$ cat src/rtl/uart_rx_capture.sv
// uart_rx_capture
// Receives 8N1 serial bytes from a UART line and queues them in a small FIFO.
//
// Parameters:
//   CLKS_PER_BIT - clk cycles per UART bit (8..65535)
//   FIFO_DEPTH   - captured-byte buffer depth (power of two, 2..64)
//
// Ports:
//   clk          - clock, all state on rising edge
//   rst          - asynchronous active-high reset
//   rx_i         - serial line, idle high, asynchronous to clk
//   rx_en_i      - enables detection of new start bits
//   data_o       - head byte of the FIFO (8'h00 when empty)
//   valid_o      - FIFO non-empty
//   ready_i      - consumer pops head when valid_o && ready_i
//   frame_err_o  - one-cycle pulse when a stop bit samples low
//   overflow_o   - sticky: a completed byte was dropped on a full FIFO
//   newline_o    - one-cycle pulse when 8'h0A is written into the FIFO
//   byte_cnt_o   - bytes written into the FIFO, wraps at 16 bits
module uart_rx_capture #(
  parameter int unsigned CLKS_PER_BIT = 32,
  parameter int unsigned FIFO_DEPTH   = 4
) (
  input  logic        clk,
  input  logic        rst,
  input  logic        rx_i,
  input  logic        rx_en_i,
  output logic [7:0]  data_o,
  output logic        valid_o,
  input  logic        ready_i,
  output logic        frame_err_o,
  output logic        overflow_o,
  output logic        newline_o,
  output logic [15:0] byte_cnt_o
);

  localparam int unsigned AW      = (FIFO_DEPTH > 1) ? $clog2(FIFO_DEPTH) : 1;
  localparam logic [15:0] HALF_TC = 16'(CLKS_PER_BIT / 2 - 1);
  localparam logic [15:0] FULL_TC = 16'(CLKS_PER_BIT - 1);

  typedef enum logic [1:0] {
    IDLE,
    START,
    DATA,
    STOP
  } state_t;

  // ---------------------------------------------------------------------------
  // Input synchronizer and falling-edge detect
  // ---------------------------------------------------------------------------
  logic       rx_meta_q;
  logic       rxs_q;
  logic       rxs_prev_q;
  logic [2:0] warm_q;
  logic       start_edge;

  // warm_q fills with ones after reset; rxs_prev_q only reflects the real line
  // once all three stages have loaded, so a line held low through reset exit
  // never looks like a 1->0 transition.
  always_ff @(posedge clk or posedge rst) begin
    if (rst) begin
      rx_meta_q  <= 1'b1;
      rxs_q      <= 1'b1;
      rxs_prev_q <= 1'b1;
      warm_q     <= '0;
    end else begin
      rx_meta_q  <= rx_i;
      rxs_q      <= rx_meta_q;
      rxs_prev_q <= rxs_q;
      warm_q     <= {warm_q[1:0], 1'b1};
    end
  end

  assign start_edge = rx_en_i && warm_q[2] && rxs_prev_q && !rxs_q;

  // ---------------------------------------------------------------------------
  // Receive FSM
  // ---------------------------------------------------------------------------
  state_t      state_q, state_d;
  logic [15:0] cnt_q, cnt_d;
  logic [2:0]  bit_q, bit_d;
  logic [7:0]  shift_q, shift_d;
  logic        push_req;
  logic        frame_err;

  always_ff @(posedge clk or posedge rst) begin
    if (rst) begin
      state_q <= IDLE;
      cnt_q   <= '0;
      bit_q   <= '0;
      shift_q <= '0;
    end else begin
      state_q <= state_d;
      cnt_q   <= cnt_d;
      bit_q   <= bit_d;
      shift_q <= shift_d;
    end
  end

  always_comb begin
    state_d   = state_q;
    cnt_d     = cnt_q;
    bit_d     = bit_q;
    shift_d   = shift_q;
    push_req  = 1'b0;
    frame_err = 1'b0;
    unique case (state_q)
      IDLE: begin
        if (start_edge) begin
          state_d = START;
          cnt_d   = '0;
        end
      end
      START: begin
        if (cnt_q == HALF_TC) begin
          cnt_d   = '0;
          bit_d   = '0;
          // A line back high at mid-start is a glitch: drop it silently.
          state_d = rxs_q ? IDLE : DATA;
        end else begin
          cnt_d = cnt_q + 16'd1;
        end
      end
      DATA: begin
        if (cnt_q == FULL_TC) begin
          cnt_d   = '0;
          shift_d = {rxs_q, shift_q[7:1]};
          if (bit_q == 3'd7) begin
            state_d = STOP;
          end else begin
            bit_d = bit_q + 3'd1;
          end
        end else begin
          cnt_d = cnt_q + 16'd1;
        end
      end
      STOP: begin
        if (cnt_q == FULL_TC) begin
          cnt_d   = '0;
          state_d = IDLE;
          if (rxs_q) begin
            push_req = 1'b1;
          end else begin
            frame_err = 1'b1;
          end
        end else begin
          cnt_d = cnt_q + 16'd1;
        end
      end
      default: state_d = IDLE;
    endcase
  end

  // ---------------------------------------------------------------------------
  // Byte FIFO (pointers carry one extra wrap bit)
  // ---------------------------------------------------------------------------
  logic [7:0]  mem_q [FIFO_DEPTH];
  logic [AW:0] wr_ptr_q;
  logic [AW:0] rd_ptr_q;
  logic        empty;
  logic        full;
  logic        pop;
  logic        push_ok;
  logic        drop;
  logic        overflow_q;
  logic [15:0] byte_cnt_q;

  assign empty   = (wr_ptr_q == rd_ptr_q);
  assign full    = (wr_ptr_q[AW] != rd_ptr_q[AW]) &&
                   (wr_ptr_q[AW-1:0] == rd_ptr_q[AW-1:0]);
  assign pop     = !empty && ready_i;
  // A pop in the same cycle frees the slot, so a full FIFO still accepts.
  assign push_ok = push_req && (!full || pop);
  assign drop    = push_req && full && !pop;

  always_ff @(posedge clk) begin
    if (push_ok) begin
      mem_q[wr_ptr_q[AW-1:0]] <= shift_q;
    end
  end

  always_ff @(posedge clk or posedge rst) begin
    if (rst) begin
      wr_ptr_q   <= '0;
      rd_ptr_q   <= '0;
      overflow_q <= 1'b0;
      byte_cnt_q <= '0;
    end else begin
      if (push_ok) begin
        wr_ptr_q   <= wr_ptr_q + 1'b1;
        byte_cnt_q <= byte_cnt_q + 16'd1;
      end
      if (pop) begin
        rd_ptr_q <= rd_ptr_q + 1'b1;
      end
      if (drop) begin
        overflow_q <= 1'b1;
      end
    end
  end

  assign valid_o     = !empty;
  assign data_o      = empty ? 8'h00 : mem_q[rd_ptr_q[AW-1:0]];
  assign frame_err_o = frame_err;
  assign overflow_o  = overflow_q;
  assign newline_o   = push_ok && (shift_q == 8'h0A);
  assign byte_cnt_o  = byte_cnt_q;

endmodule
$ cat config.mk
export PLATFORM = sky130hd
export DESIGN_NAME = uart_rx_capture
export DESIGN_NICKNAME = d
export VERILOG_FILES = /design/src/rtl/uart_rx_capture.sv
export SDC_FILE = /design/constraint.sdc
export NUM_CORES = 1
export LEC_CHECK = 0
export CORE_ASPECT_RATIO = 1.5
export CORE_MARGIN = 3
export CORE_UTILIZATION = 35
export CTS_CLUSTER_SIZE = 12
export DETAILED_ROUTE_END_ITERATION = 10
export HOLD_SLACK_MARGIN = 0.05
export SLEW_MARGIN = 25
export SYNTH_ARGS = -nofsm -noshare
export SYNTH_HDL_FRONTEND = slang
export SYNTH_SLANG_ARGS = --single-unit
export TNS_END_PERCENT = 1
$ cat constraint.sdc
create_clock -name clk -period 3.18 [get_ports clk]
set_clock_uncertainty 0.05 [all_clocks]
set_input_delay 0.477 -clock clk [delete_from_list [all_inputs] [get_ports clk]]
set_output_delay 0.477 -clock clk [all_outputs]
set_load 0.005 [all_outputs]
==> reports/qor.yml, run 1 <==
worst_setup_path:
  start_kind: "register"
  crit_path_frequent_cell: "and3_2"
  cp_slowest_stage_delay_ns: 0.49
  worstSetupEndpointType: "output pin"
  arrival_ns: 2.47
  crit_chain: "ha_1, and3_2, nand4_4, nor4_4, and3_2, clkdlybuf4s50_1"
  crit_type: "reg -> out"
  path_max_fanout: 8
  cp_slowest_cell: "clkdlybuf4s50_1"
  required_ns: 2.65
placed_design:
  port-buffer-count: 32
  place.gp.congestion: 0.830
  place_area_sq_um: 4590
  dp.final_hpwl_mm: 5.25
yosys:
  ys_types: 48
  syn_area_sq_um: 4090
  synth_compound_area_frac: 0.0664
  synthSimpleGateAreaFrac: 0.163
  avgSynthCellArea_sq_um: 12.9
  synth_top_area_frac: 0.337
  ys_seq_area_frac: 0.591
  synthCells: 316
  synth_edf_count: 32
  yosysWarnings: 0
  synth_top_flop_cell: "dfrtp_1"
  muxShareOfSynthArea: 0.0765
  yosysMostFrequentCell: "dfrtp_1"
  synthTopCellsByArea: "dfrtp_1 34%, edfxtp_1 24%, mux4_2 4.4%"
  synth_top_family_by_area: "simple AND/OR/NAND/NOR gates"
  syn_nets: 330
  synth_common_cells: "55 x dfrtp_1, 32 x edfxtp_1, 25 x nand2_1, 20 x xnor2_1, 19 x nand3_1"
  synthAdderAreaFrac: 0.0275
  synth_xor_area_frac: 0.0536
  synth-async-reset-ratio: 0.644
  ys_ff_latch: 90
  synth_top_area_cell: "dfrtp_1"
power:
  ir_drop_uv: 328
  clock_power_share: 0.320
  sw_frac_of_total: 0.314
  p_seq_frac: 0.479
  p_leak_nw: 1.99
  combPwrFrac: 0.201
  intPower_w: 0.00213
  powerDensity_nw_per_um2: 638
  switchingPower_w: 0.000975
  totalPowerFinal_w: 0.00311
sta:
  finalHoldViolCount: 0
  rsz0062_at_grt: "no"
  slew_violations: 0
  max_freq_mhz: 334
  worst_slew_pin_slew_ns: 0.634
  fin_crit_sh: 0.942
  setup-tns-final_ns: 0
  finalSetupViolations: 0
  finalCriticalPeriod_ns: 3.00
  slew_headroom: 0.575
grt:
  grt_overflow: 0
  grt_max_degree: 59
  antenna_found_initial: 0
  grt_usage: 0.127
  grt_pass1_vias: 2593
  grt_first_pass_wirelength_mm: 12.8
clocking:
  cts.htree.levels: 3
  cts_root_buf: "clkbuf_16"
  cts_resized: 0
  cts_tree: "yes"
  cts_inserted_buffers: 9
  cts-hold-fix-buffers: 0
  clkSinkCount: 90
  postCtsSetupRepairBufs: 0
  ctsLongestPathBuffers: 2
  clk_latency_ns: 0.34
  clkTransAtPathRegs_ns: 0.07
route:
  drt-initial-drc-count: 93
  antenna_left: 0
  drt-total-wl_mm: 7.57
  viasPerCell: 5.08
  drc: 0
  num_vias: 2567
  firstDrtPassIters: 4
  wl_per_cell_um: 15.0
min_path:
  hold_class: "reg -> reg"
die:
  design.core.area_sq_um: 11200
  rows: 47
  design.die.area_sq_um: 13000
  die_h_um: 138
  pin_count: 33
  start_util: 0.364
  die_x_um: 94.2
finish:
  synthToLayoutAreaGrowth_pct: 19.1
  fin_nets: 367
  design_area_sq_um: 4870
  drive_gt1_frac: 0.165
  diodes: 0
  fillers: 1053
job:
  drv_cap: 0
outcome:
  outcome: "completed"
-- cells in the final DEF, fill, tap and decap left out, types with 3 or more instances in the layout --
| cell | instances |
|---|---|
| clkinv_4 | 3 |
| nand3_1 | 19 |
| dfrtp_1 | 55 |
| and2_2 | 4 |
| nor4_4 | 4 |
| mux2_2 | 10 |
| clkdlybuf4s50_1 | 32 |
| nor4_1 | 3 |
| mux4_2 | 8 |
| a21o_1 | 6 |
| nand4_1 | 8 |
| a22o_1 | 3 |
| nor2_1 | 12 |
| nor3_1 | 11 |
| inv_1 | 7 |
| and3_1 | 3 |
| a31oi_1 | 3 |
| xor2_1 | 5 |
| nand2_1 | 25 |
| buf_4 | 4 |
| and2_1 | 9 |
| dfstp_2 | 3 |
| edfxtp_1 | 32 |
| xnor2_1 | 20 |
| o21ai_0 | 11 |
| a21oi_1 | 11 |
| clkbuf_16 | 9 |
| ha_1 | 9 |
-- power by group through the flow --
| stage | Combinational (W) | Sequential, W | Clock [W] |
|---|---|---|---|
| 5_1_grt | 0.000704 | 0.00151 | 0.00107 |
| 4_1_cts | 0.000639 | 0.00149 | 0.00103 |
| 2_1_floorplan | 0.000553 | 0.00143 | 0 |
| 3_5_place_dp | 0.000635 | 0.00151 | 0 |
| 6_report | 0.000624 | 0.00149 | 0.000994 |
| 3_3_place_gp | 0.000620 | 0.00150 | 0 |
-- per-stage QoR --
stage	cells	hold WS (ns)	setup slack, ns	utilization
2_1_floorplan	316	0.281	0.796	-
3_5_place_dp	489	0.290	0.472	0.408
4_1_cts	505	0.305	0.0960	0.433
6_report	505	0.300	0.183	0.433
3_3_place_gp	489	0.288	0.490	0.408
5_1_grt	505	0.308	0.0153	0.433
-- cells by family (layout without fill, tap and decap cells) --
| logic type | count (synthesis) | count (layout) |
|---|---|---|
| xor gates and xnor gates | 25 | 25 |
| buffers and inverters | 19 | 61 |
| AOI/OAI and AO/OA | 42 | 42 |
| adders and majority gates | 9 | 9 |
| DFF | 90 | 90 |
| other | 1 | 1 |
| and+or+nand+nor | 110 | 110 |
| muxes | 20 | 20 |
-- flip-flops by register name, indices dropped and copies added, names as in the netlist, named ones only --
signal / count
state_q: 1
mem_q: 32
rxs_prev_q: 1
rxs_q: 1
bit_q: 3
rx_meta_q: 1
byte_cnt_o: 16
cnt_q: 16
rd_ptr_q: 3
warm_q: 3
shift_q: 8
wr_ptr_q: 3
overflow_o: 1
-- cell type report --
| type | count | area (sq um) | area share |
|---|---|---|---|
| multi-input cells | 207 | 1590 | 0.326 |
| well taps | 147 | 184 | 0.0378 |
| flip-flops and latches | 90 | 2420 | 0.496 |
| clock inverters | 6 | 51.3 | 0.0105 |
| repair buffers | 37 | 370 | 0.0761 |
| inverters | 8 | 30.0 | 0.00617 |
| clock buffers | 10 | 229 | 0.0470 |
-- path summary, 6_finish.rpt --
kind                       depth (start not counted)                         end                  from  slack [ns]
hold reg to reg                                    0             rxs_q$_DFF_PP1_   rx_meta_q$_DFF_PP1_        0.30
setup reg to reg                                   6       mem_q[3][5]$_DFFE_PP_  cnt_q[0]$_DFFE_PP0P_        0.78
min in group asynchronous                          3  byte_cnt_o[15]$_DFFE_PP0P_                   rst        0.45
hold / removal                                     0             rxs_q$_DFF_PP1_   rx_meta_q$_DFF_PP1_        0.30
max in group asynchronous                          3         rx_meta_q$_DFF_PP1_                   rst        2.34
setup / recovery                                   6                   newline_o  cnt_q[0]$_DFFE_PP0P_        0.18
-- metal layers --
layer  routed length (um)  global-route usage  part of all wire  vias to the layer above
met4                  183              0.0578             0.024                        0
met3                  285              0.0370             0.038                       14
li1                     -                   -                 -                     1235
met1                 3260               0.155              0.43                     1277
met2                 3840               0.206              0.51                       41
met5                    0                   0                 0                        -
-- worst max-delay path: cells and delay by family, from the launching register on --
family / cells / cell delay (ns)
DFF: 1 / 0.40
and+or+nand+nor: 4 / 1.01
adders and majority gates: 1 / 0.22
buffers and inverters: 1 / 0.49
(Power assumes the default switching activity.)
==> run 2: changes to the inputs <==
CTS_CLUSTER_DIAMETER = 150   (was not set)
==> results of run 2 <==
Final layout, timing and power as in run 1 (identical DEF).
